File: src/rtl/uart_pkg.sv
// Shared UART types and default timing constants.
package uart_pkg;

    typedef enum logic [1:0] {
        PARITY_NONE,
        PARITY_ODD,
        PARITY_EVEN
    } parity_t;

    // ST_ prefix keeps the PARITY state clear of the top-level PARITY parameter.
    typedef enum logic [2:0] {
        ST_IDLE,
        ST_START,
        ST_DATA,
        ST_PARITY,
        ST_STOP
    } rx_state_t;

    localparam int unsigned UART_CLKS_PER_TICK = 28;
    localparam int unsigned UART_OVERSAMPLE    = 16;

endpackage

File: src/rtl/uart_baud_tick.sv
// Oversample tick generator: one-cycle tick every CLKS_PER_TICK clocks, held off while clr is high.
module uart_baud_tick
    import uart_pkg::*;
#(
    parameter int unsigned CLKS_PER_TICK = UART_CLKS_PER_TICK
) (
    input  logic clk,
    input  logic rst,
    input  logic clr,
    output logic tick
);

    localparam int unsigned CW = (CLKS_PER_TICK > 1) ? $clog2(CLKS_PER_TICK) : 1;
    localparam logic [CW-1:0] LAST = CW'(CLKS_PER_TICK - 1);

    logic [CW-1:0] cnt;

    always_ff @(posedge clk or posedge rst) begin
        if (rst) begin
            cnt <= '0;
        end else if (clr || cnt == LAST) begin
            cnt <= '0;
        end else begin
            cnt <= cnt + 1'b1;
        end
    end

    assign tick = !clr && (cnt == LAST);

endmodule

File: src/rtl/uart_rx_cfg.sv
// Configurable UART receiver: 5..9 data bits, optional parity, 1/2 stop bits, 3-sample majority vote.
module uart_rx_cfg
    import uart_pkg::*;
#(
    parameter int unsigned CLKS_PER_TICK = UART_CLKS_PER_TICK,
    parameter int unsigned OVERSAMPLE    = UART_OVERSAMPLE,
    parameter int unsigned DATA_BITS     = 8,
    parameter parity_t     PARITY        = PARITY_NONE,
    parameter int unsigned STOP_BITS     = 1
) (
    input  logic                 clk,
    input  logic                 rst,
    input  logic                 rx,
    output logic [DATA_BITS-1:0] data,
    output logic                 data_ready,
    output logic                 parity_err,
    output logic                 frame_err,
    output logic                 busy
);

    localparam int unsigned SW = $clog2(OVERSAMPLE);
    localparam int unsigned BW = $clog2(DATA_BITS);
    localparam logic [SW-1:0] S_LO      = SW'(OVERSAMPLE / 2 - 1);
    localparam logic [SW-1:0] S_MID     = SW'(OVERSAMPLE / 2);
    localparam logic [SW-1:0] S_HI      = SW'(OVERSAMPLE / 2 + 1);
    localparam logic [SW-1:0] S_LAST    = SW'(OVERSAMPLE - 1);
    localparam logic [BW-1:0] LAST_DATA = BW'(DATA_BITS - 1);
    localparam logic [BW-1:0] LAST_STOP = BW'(STOP_BITS - 1);

    rx_state_t            state;
    logic                 rx_meta;
    logic                 rx_sync;
    logic                 rx_prev;
    logic                 tick;
    logic [SW-1:0]        s;
    logic [BW-1:0]        bit_cnt;
    logic                 smp_lo;
    logic                 smp_mid;
    logic [DATA_BITS-1:0] shreg;
    logic                 par_bad;
    logic                 stop_bad;
    logic                 armed;
    logic                 fall_c;
    logic                 vote_c;
    logic                 par_mismatch_c;

    // Synchroniser idles high so reset never looks like a start edge.
    always_ff @(posedge clk or posedge rst) begin
        if (rst) begin
            rx_meta <= 1'b1;
            rx_sync <= 1'b1;
            rx_prev <= 1'b1;
        end else begin
            rx_meta <= rx;
            rx_sync <= rx_meta;
            rx_prev <= rx_sync;
        end
    end

    uart_baud_tick #(
        .CLKS_PER_TICK(CLKS_PER_TICK)
    ) u_tick (
        .clk (clk),
        .rst (rst),
        .clr (state == ST_IDLE),
        .tick(tick)
    );

    assign fall_c         = rx_prev & ~rx_sync;
    assign vote_c         = (smp_lo & smp_mid) | (smp_lo & rx_sync) | (smp_mid & rx_sync);
    assign par_mismatch_c = vote_c ^ (^shreg) ^ (PARITY == PARITY_ODD);

    always_ff @(posedge clk or posedge rst) begin
        if (rst) begin
            state      <= ST_IDLE;
            s          <= '0;
            bit_cnt    <= '0;
            smp_lo     <= 1'b1;
            smp_mid    <= 1'b1;
            shreg      <= '0;
            par_bad    <= 1'b0;
            stop_bad   <= 1'b0;
            armed      <= 1'b1;
            data       <= '0;
            data_ready <= 1'b0;
            parity_err <= 1'b0;
            frame_err  <= 1'b0;
            busy       <= 1'b0;
        end else begin
            data_ready <= 1'b0;
            if (rx_sync) begin
                armed <= 1'b1;
            end
            case (state)
                ST_IDLE: begin
                    if (fall_c && armed) begin
                        state    <= ST_START;
                        busy     <= 1'b1;
                        s        <= '0;
                        bit_cnt  <= '0;
                        par_bad  <= 1'b0;
                        stop_bad <= 1'b0;
                    end
                end
                default: begin
                    if (tick) begin
                        s <= (s == S_LAST) ? '0 : s + 1'b1;
                        if (s == S_LO) begin
                            smp_lo <= rx_sync;
                        end
                        if (s == S_MID) begin
                            smp_mid <= rx_sync;
                        end
                        // Every bit decision happens on the third sample.
                        if (s == S_HI) begin
                            case (state)
                                ST_START: begin
                                    if (vote_c) begin
                                        state <= ST_IDLE;
                                        busy  <= 1'b0;
                                    end else begin
                                        state <= ST_DATA;
                                    end
                                end
                                ST_DATA: begin
                                    shreg <= {vote_c, shreg[DATA_BITS-1:1]};
                                    if (bit_cnt == LAST_DATA) begin
                                        bit_cnt <= '0;
                                        state   <= (PARITY == PARITY_NONE) ? ST_STOP : ST_PARITY;
                                    end else begin
                                        bit_cnt <= bit_cnt + 1'b1;
                                    end
                                end
                                ST_PARITY: begin
                                    par_bad <= par_mismatch_c;
                                    state   <= ST_STOP;
                                end
                                ST_STOP: begin
                                    if (bit_cnt == LAST_STOP) begin
                                        state      <= ST_IDLE;
                                        busy       <= 1'b0;
                                        data       <= shreg;
                                        data_ready <= 1'b1;
                                        parity_err <= par_bad;
                                        frame_err  <= stop_bad | ~vote_c;
                                        if (stop_bad || !vote_c) begin
                                            armed <= 1'b0;
                                        end
                                    end else begin
                                        stop_bad <= stop_bad | ~vote_c;
                                        bit_cnt  <= bit_cnt + 1'b1;
                                    end
                                end
                                default: state <= ST_IDLE;
                            endcase
                        end
                    end
                end
            endcase
        end
    end

endmodule
File: config.mk
export PLATFORM = sky130hd
export DESIGN_NAME = uart_rx_cfg
export DESIGN_NICKNAME = d
export VERILOG_FILES = /design/src/rtl/uart_pkg.sv /design/src/rtl/uart_baud_tick.sv /design/src/rtl/uart_rx_cfg.sv
export SDC_FILE = /design/constraint.sdc
export NUM_CORES = 1
export LEC_CHECK = 0
export CAP_MARGIN = 20
export CORE_MARGIN = 3
export CORE_UTILIZATION = 55
export DETAILED_ROUTE_END_ITERATION = 10
export PLACE_DENSITY = 0.76
export SETUP_SLACK_MARGIN = 0.02
export SLEW_MARGIN = 20
export SYNTH_ARGS = -nofsm -noshare
export SYNTH_HDL_FRONTEND = slang
export SYNTH_SLANG_ARGS = --single-unit
export TNS_END_PERCENT = 50
File: constraint.sdc
create_clock -name clk -period 4.6 [get_ports clk]
set_input_delay 0.69 -clock clk [delete_from_list [all_inputs] [get_ports clk]]
set_output_delay 0.69 -clock clk [all_outputs]
set_load 0.1 [all_outputs]
# == Yosys cells after proc, flatten, opt, wreduce, memory -nomap -nowiden ==
# Cells that the tools add are included.
# W data, S select, Z words.
# word_totals
register_bits,43
inputBits,3
output_inout_bits,12
wordCells,122
# op_classes
add_sub_neg,3
eq_ne,16
mux,49
n_bitwise,11
n_reduce_logical,25
# ops
operator,count
$mux W3,12
$mux W1,28
$reduce_and A5 Y1,4
$mux W4,4
$eq A4 B4 Y1 const B,3
$ne A3 B2 Y1 const B,4
$pmux W3 S4,1
$reduce_and A4 Y1,2
$reduce_bool A2 Y1,4
$reduce_xor A8 Y1,1
$eq A3 B2 Y1 const B,2
$eq A3 B3 Y1 const B,2
$logic_not A3 Y1,2
$pmux W3 S2,1
$reduce_and A3 Y1,2
$reduce_and A6 Y1,1
$reduce_bool A3 Y1,2
$add A5 B1 Y5 const B,1
$eq A5 B5 Y1 const B,1
$mux W5,1
$add A4 B1 Y4 const B,1
$and A1 B1 Y1,4
$eq A4 B3 Y1 const B,1
$add A3 B1 Y3 const B,1
12 further kinds,19

# == Logic depth before layout (Yosys ltp) ==
# Gate-level depths: netlist of the first run.
# depth
depth_word,11
ltp_mapped,8

# == Cells and area by module ==
# From an unflattened synthesis of the first run, not the netlist that was laid out.
# unflattened
hier_cells,169
area_unflattened_um2,2150.8
# modules_own_cells
module,n_inst,cells_each,area_each_um2
uart_rx_cfg,1,149,1904.3
uart_baud_tick,1,20,246.5

# == Worst setup path after synthesis of the first run ==
# Ideal clock, no wire load.
# synth_path
path_type,register to register
startpoint,register u_tick.cnt[0]
endpoint,register data[0]
setup_time_ns,0.126
t_arrival_ns,1.645
t_required_ns,4.474
path_slack_ns,2.829
path_stages_with_launch,7
n_path_buf,2
period_less_slack_ns,1.771
cell_sequence,dfrtp_1 -> ha_1 -> and4b_1 -> buf_2 -> nand4_1 -> buf_2 -> mux2_2
# synth_via
elab_chain_len,3
# synth_rtl
item,line_no,rtl
from (decl),uart_baud_tick.sv:16,logic [CW-1:0] cnt;
from (signal assigned),uart_baud_tick.sv:24,cnt <= cnt + 1'b1;
$eq A5 B5 Y1,uart_baud_tick.sv:28,assign tick = !clr && (cnt == LAST);
$logic_and A1 B1 Y1,uart_baud_tick.sv:28,
$reduce_and A5 Y1 (no line),n/a,
to (signal assigned),uart_rx_cfg.sv:142,data <= shreg;
to (decl),uart_rx_cfg.sv:14,"output logic [DATA_BITS-1:0] data,"
# No other way between the ends.
# A chain may end at the register's enable or synchronous reset.

# == Final worst setup path of the first run ==
# layout_path
startpoint,register busy
endpoint,output port busy
# layout_rtl
item,line_no,rtl
from (decl),uart_rx_cfg.sv:18,output logic busy
from (signal assigned),uart_rx_cfg.sv:88,busy <= 1'b0;
from (signal assigned),uart_rx_cfg.sv:98,busy <= 1'b1;
from (signal assigned),uart_rx_cfg.sv:120,busy <= 1'b0;
# No word-level cell between the ends.

==> reports/qor.csv, run 1 <==
stage,metric,value,unit
run_status,outcome,finished clean,
route,ant_nets,0,
cts,clockRootBuffer,clkbuf_8,
final_layout,mostFrequentLayoutCells,"dfrtp_1 (37), mux2_2 (18), clkdlybuf4s50_1 (14)",
sta,final_max_slew_viol_count,0,
critical_path,cp_max_fo,3,
cts,cts_hold_buf,0,
route,wl,3750,µm
critical_path,cpPeakStageDelay,1150,ps
placement,gp_congestion,0.805,
power,switchingPower,278,µW
critical_path,arrival,1820,ps
cts,worstSkewPairLatency,290,ps
route,wl_per_cell,15.8,µm
critical_path,critPathTopFamily,buffers and inverters,
floorplanning,die_area,0.00450,mm²
critical_path,worstPathCellList,clkdlybuf4s50_1,
floorplanning,core_area,0.00347,mm²
logic_synthesis,synth_nets,185,
grt,grt_pass1_vias,1378,
critical_path,worstSetupPathType,reg2out,
floorplanning,rows,21,
logic_synthesis,syn_area,0.00205,mm²
logic_synthesis,synth-edff-count,0,
grt,antenna_found_initial,0,
sta,layout_setup_ws,2090,ps
grt,gr-total-overflow,0,
cts,cts_buffers,5,
sta,finalSetupViolations,0,
cts,h-tree-depth,2,
logic_synthesis,synthCells,175,
final_layout,fillers,298,
critical_path,path_buf_inv,1,
power,p_leak,0.00107,µW
sta,layout_worst_path_cycle_share,54.5,%
final_layout,drive_gt1_share,18.8,%
final_layout,final_common_cell,dfrtp_1,
placement,numPortBuffers,14,
critical_path,start_kind,flip-flop,
logic_synthesis,ys_async_sr_fraction,100,%
cts,cts_tree,built,
cts,postCtsResizedCells,0,
grt,grt_use_total,18.9,%
placement,hpwl,2650,µm
power,p_comb_share,18.6,%
sta,tightest_slew,985,ps
power,p_int,616,µW
run,drv_cap,0,
cts,post_cts_buffers,0,
power,powerDensity,386,mW/mm²
route,drt-pass1-iter-count,4,
power,switching_share,31.1,%
floorplanning,fp.dieW,67.0,µm
sta,finClkSkew,9.08,ps
critical_path,worstSetupEndpointType,primary output,
logic_synthesis,yosysWarnings,0,
critical_path,crit_required,3910,ps
floorplanning,start_util,59.1,%
final_layout,diodes,0,
route,viasPerCell,5.72,
sta,max_freq,399,MHz
sta,period_needed,2510,ps
cts,cts.sinks,43,
sta,finalSetupTns,0,ps
floorplanning,die_y,67.0,µm
logic_synthesis,syn-mean-instance-area,11.7,µm²
floorplanning,ios,15,
final_layout,multi_input_area,910,µm²
grt,grt_max_degree,44,
grt,grt_pass1_wl,6390,µm
power,p_seq_share,54.3,%
cts,cts_buffer_depth,2,
final_layout,synthToLayoutAreaGrowth,13.0,%
logic_synthesis,synth.distinct_cells,44,
placement,pre_cts_ws,2360,ps
sta,rsz0062_at_grt,no,
final_layout,regArea,0.00108,mm²
critical_path,crit_slowest_cell,clkdlybuf4s50_1,
logic_synthesis,ys_seq_area_share,52.9,%
route,vias,1355,
final_layout,final_nets,200,
sta,final-hold-violation-count,0,
power,ir_drop,0.258,mV
route,drt-initial-drc-count,59,
logic_synthesis,ys_ff_latch,43,
hold_path,worstHoldPathType,reg2reg,
power,pwr-share-clk,27.1,%
logic_synthesis,synth_flop_cell,dfrtp_1,
final_layout,utilization,66.8,%
route,drc,0,
sta,timing.slew.headroom,34.2,%
cts,path_clk_slew,70,ps
[state kept, by name (all words and copies together), names as in the netlist, 3 cells and up]
| signal | count |
|---|---|
| u_tick.cnt | 5 |
| bit_cnt | 3 |
| state | 3 |
| s | 4 |
| shreg | 8 |
| data | 8 |
[layout make-up]
type                    count  area share [%]
well taps                  46            2.49
inverters                   7            1.13
repair buffers             15            6.37
clock inverters             1           0.216
flip-flops and latches     43            46.8
multi-input cells         118            39.3
clock buffers               7            3.73
[logic make-up (layout without fill, tap and decap cells)]
kind of cell / Yosys count / in the layout / share of synthesized area [%]
AO/OA/AOI/OAI: 30 / 30 / 10.3
XOR/XNOR: 9 / 9 / 4.52
adder cells (fa/ha/maj): 7 / 7 / 4.27
buffers and inverters: 14 / 30 / 2.75
flip-flops: 43 / 43 / 52.9
multiplexers: 22 / 22 / 11.8
AND/OR/NAND/NOR: 50 / 50 / 13.5
[worst paths after layout]
kind | start | end | slack, ps | cells after the start
hold / removal | rx_meta | rx_sync | 360 | 0
setup / recovery | busy | busy | 2090 | 1
hold reg to reg | rx_meta | rx_sync | 360 | 0
max in group asynchronous | rst | armed | 3390 | 3
setup reg to reg | u_tick.cnt[0] | data[0] | 2390 | 4
min in group asynchronous | rst | s[2] | 840 | 3
[per-layer routing]
layer	GRT usage, %	wire, µm
met5	0	0
met4	6.08	46
met3	4.55	116
met2	31.8	1870
met1	23.9	1720
[Yosys cell counts, types with 2 or more instances]
library cell,instances,area (µm²)
nor2b_1,2,12.5
clkbuf_1,4,15.0
nand4b_1,3,26.3
o21ai_0,8,40.0
xnor2_1,7,61.3
a21o_1,2,15.0
nand3b_1,2,15.0
dfstp_2,6,158
inv_1,7,26.3
nand4_1,2,12.5
nor3_1,3,15.0
dfrtp_1,37,926
nor2_1,10,37.5
a21oi_1,5,25.0
and3_1,2,12.5
or3_1,2,12.5
a22o_1,3,26.3
nor4_1,2,12.5
mux2i_1,4,40.0
nand2_1,13,48.8
buf_2,3,15.0
ha_1,7,87.6
nand3_1,3,15.0
mux2_2,18,203
[power by group through the flow]
stage | Clock [µW] | Sequential, µW | Combinational, µW
final | 242 | 485 | 167
after global routing | 263 | 493 | 191
after CTS | 250 | 483 | 169
after detailed placement | 0 | 491 | 169
after global placement | 0 | 486 | 155
after floorplan | 0 | 462 | 153
[through the flow]
stage	hold slack [ps]	power [µW]	area, µm²	std cells
finish	357	894	2320	237
global route	360	947	2320	237
CTS	359	902	2320	237
detailed placement	348	659	2220	229
global placement	346	641	2220	229
floorplan	345	615	2050	175
(Power assumes the default switching activity.)
==> inputs of run 2 (changes only) <==
--- a/config.mk
+++ b/config.mk
@@ -7,9 +7,9 @@
 export LEC_CHECK = 0
 export CAP_MARGIN = 20
 export CORE_MARGIN = 3
-export CORE_UTILIZATION = 55
+export CORE_UTILIZATION = 52
 export DETAILED_ROUTE_END_ITERATION = 10
-export PLACE_DENSITY = 0.76
+export PLACE_DENSITY = 0.75
 export SETUP_SLACK_MARGIN = 0.02
 export SLEW_MARGIN = 20
 export SYNTH_ARGS = -nofsm -noshare
==> constraint.sdc (replaced) <==
create_clock -name clk -period 2.25 [get_ports clk]
set_input_delay 0.3375 -clock clk [delete_from_list [all_inputs] [get_ports clk]]
set_output_delay 0.3375 -clock clk [all_outputs]
set_load 0.1 [all_outputs]
==> run 2 against run 1 <==
Power increased by 110%. Sequential power increased by 100%. Die area increased by 5.2%. Largest cell class unchanged.
==> reports/qor.csv, run 2 (synthesis results as in run 1) <==
stage,metric,value,unit,change
final_layout,stdcell_count,242,,+2.1%
final_layout,fillers,314,,+5.4%
placement,hpwl,2620,µm,-1.2%
hold_path,worstHoldPathType,reg2reg,,
sta,tightest_slew,525,ps,-459 ps
sta,holdWs,353,ps,-4.26 ps
critical_path,worstSetupStartpoint,u_tick.cnt[0],,
floorplanning,rows,22,,+4.8%
critical_path,crit_required,2440,ps,-1470 ps
critical_path,crit_slowest_cell,and4b_1,,
floorplanning,start_util,54.7,%,-4.3 points
sta,max_freq,519,MHz,
sta,finalSetupTns,0,ps,unchanged
grt,grt_pass1_wl,6010,µm,-5.9%
placement,placed_cells,234,,+2.2%
cts,h-tree-depth,2,,unchanged
final_layout,regArea,0.00108,mm²,unchanged
final_layout,final_common_cell,dfrtp_1,,
cts,worstSkewPairLatency,300,ps,about the same
sta,finClkSkew,5.31,ps,-3.76 ps
final_layout,synthToLayoutAreaGrowth,12.8,%,
floorplanning,ios,15,,unchanged
cts,cts_buffers,5,,unchanged
power,powerDensity,802,mW/mm²,+110%
sta,final_max_slew_viol_count,0,,unchanged
run_status,outcome,finished clean,,
grt,antenna_found_initial,0,,unchanged
run,drv_cap,0,,unchanged
critical_path,path_buf_inv,0,,-1
cts,post_cts_buffers,0,,unchanged
critical_path,start_kind,flip-flop,,
cts,cts_tree,built,,
grt,grt_max_degree,44,,unchanged
final_layout,diodes,0,,unchanged
final_layout,drive_gt1_share,26.8,%,+8.0 points
cts,cts_hold_buf,0,,unchanged
critical_path,reg2reg_from,u_tick.cnt[0],,
sta,finalSetupViolations,0,,unchanged
route,drt-pass1-iter-count,4,,unchanged
power,p_leak,0.00110,µW,+2.6%
final_layout,mostFrequentLayoutCells,"dfrtp_1 (37), mux2_2 (18), buf_4 (16)",,
route,wl_per_cell,15.0,µm,-5.0%
final_layout,multi_input_area,910,µm²,unchanged
route,drc,0,,unchanged
floorplanning,fp.dieW,68.8,µm,+2.6%
floorplanning,core_area,0.00374,mm²,+7.9%
cts,postCtsResizedCells,0,,unchanged
cts,cts.sinks,43,,unchanged
placement,gp_congestion,0.849,,+5.4%
sta,timing.slew.headroom,64.8,%,+31 points
route,drt-initial-drc-count,130,,+120%
route,wl,3630,µm,-3.0%
critical_path,worstSetupPathType,reg2reg,,
hold_path,hold_start,rx_meta,,
route,ant_nets,0,,unchanged
final_layout,final_nets,203,,+1.5%
route,viasPerCell,5.66,,-0.98%
cts,clockRootBuffer,clkbuf_8,,
placement,numPortBuffers,14,,unchanged
sta,final-hold-violation-count,0,,unchanged
grt,gr-total-overflow,0,,unchanged
critical_path,critPathTopFamily,compound AO/OA/AOI/OAI gates,,
floorplanning,die_y,68.8,µm,+2.6%
grt,grt_use_total,17.5,%,-1.5 points
power,ir_drop,0.598,mV,+130%
sta,layout_worst_path_cycle_share,85.7,%,
floorplanning,die_area,0.00473,mm²,+5.2%
critical_path,worstSetupEndpointType,flip-flop,,
grt,grt_pass1_vias,1348,,-2.2%
critical_path,worstPathCellList,ha_1 > and4b_1 > o211ai_1 > a221o_1 > a211o_1,,
route,vias,1370,,+1.1%
sta,period_needed,1930,ps,
sta,rsz0062_at_grt,no,,
cts,cts_buffer_depth,2,,unchanged
critical_path,cpPeakStageDelay,410,ps,-740 ps
critical_path,arrival,2110,ps,+290 ps
critical_path,cp_max_fo,7,,+4
final_layout,largestRegisters,"data: 8 flops, shreg: 8 flops, u_tick.cnt: 5 flops",,
cts,path_clk_slew,90,ps,+20 ps
run 2: changes by cell type in the layout (fill, tap and decap cells not counted):
cell and delta:
clkdlybuf4s50_1 -12, clkbuf_8 -1, clkbuf_1 -1, buf_4 +15, inv_6 +1, clkinvlp_4 +2, clkinv_2 -1
run 2: final cells by class:
type,instances,area share [%]
well taps,48,2.60
clock inverters,3,1.03
repair buffers,18,6.06
inverters,7,1.14
clock buffers,5,2.98
flip-flops and latches,43,46.9
multi-input cells,118,39.3
run 2: final timing paths:
check	endpoint	slack, ps	cells past startpoint
max	busy	320	5
min	rx_sync	350	0
max reg2reg	busy	320	5
min reg2reg	rx_sync	350	0
max in group asynchronous	armed	1420	3
min in group asynchronous	stop_bad	470	3
run 2: routing by layer:
layer	global-route usage [%]	part of all wire (%)	up-vias
met2	27.3	48	35
met3	5.19	4.1	9
li1	-	-	667
met4	6.33	1.8	0
met1	23.0	46	659
met5	0	0	-
run 2: report_power, final:
group | internal (µW) | switching (µW) | total, µW
Clock | 222 | 277 | 499
Sequential | 858 | 115 | 973
Combinational | 166 | 216 | 382
Total | 1250 | 608 | 1850
run 2: stage by stage:
| stage | utilization, % | worst slack, ps | cell area, µm² | power, µW |
|---|---|---|---|---|
| global placement | 59.3 | 396 | 2220 | 1340 |
| CTS | 61.8 | 321 | 2310 | 1870 |
| detailed placement | 59.3 | 339 | 2220 | 1370 |
| global route | 61.8 | 157 | 2310 | 1980 |
| floorplan | - | 479 | 2050 | 1260 |
| finish | 61.8 | 323 | 2310 | 1850 |
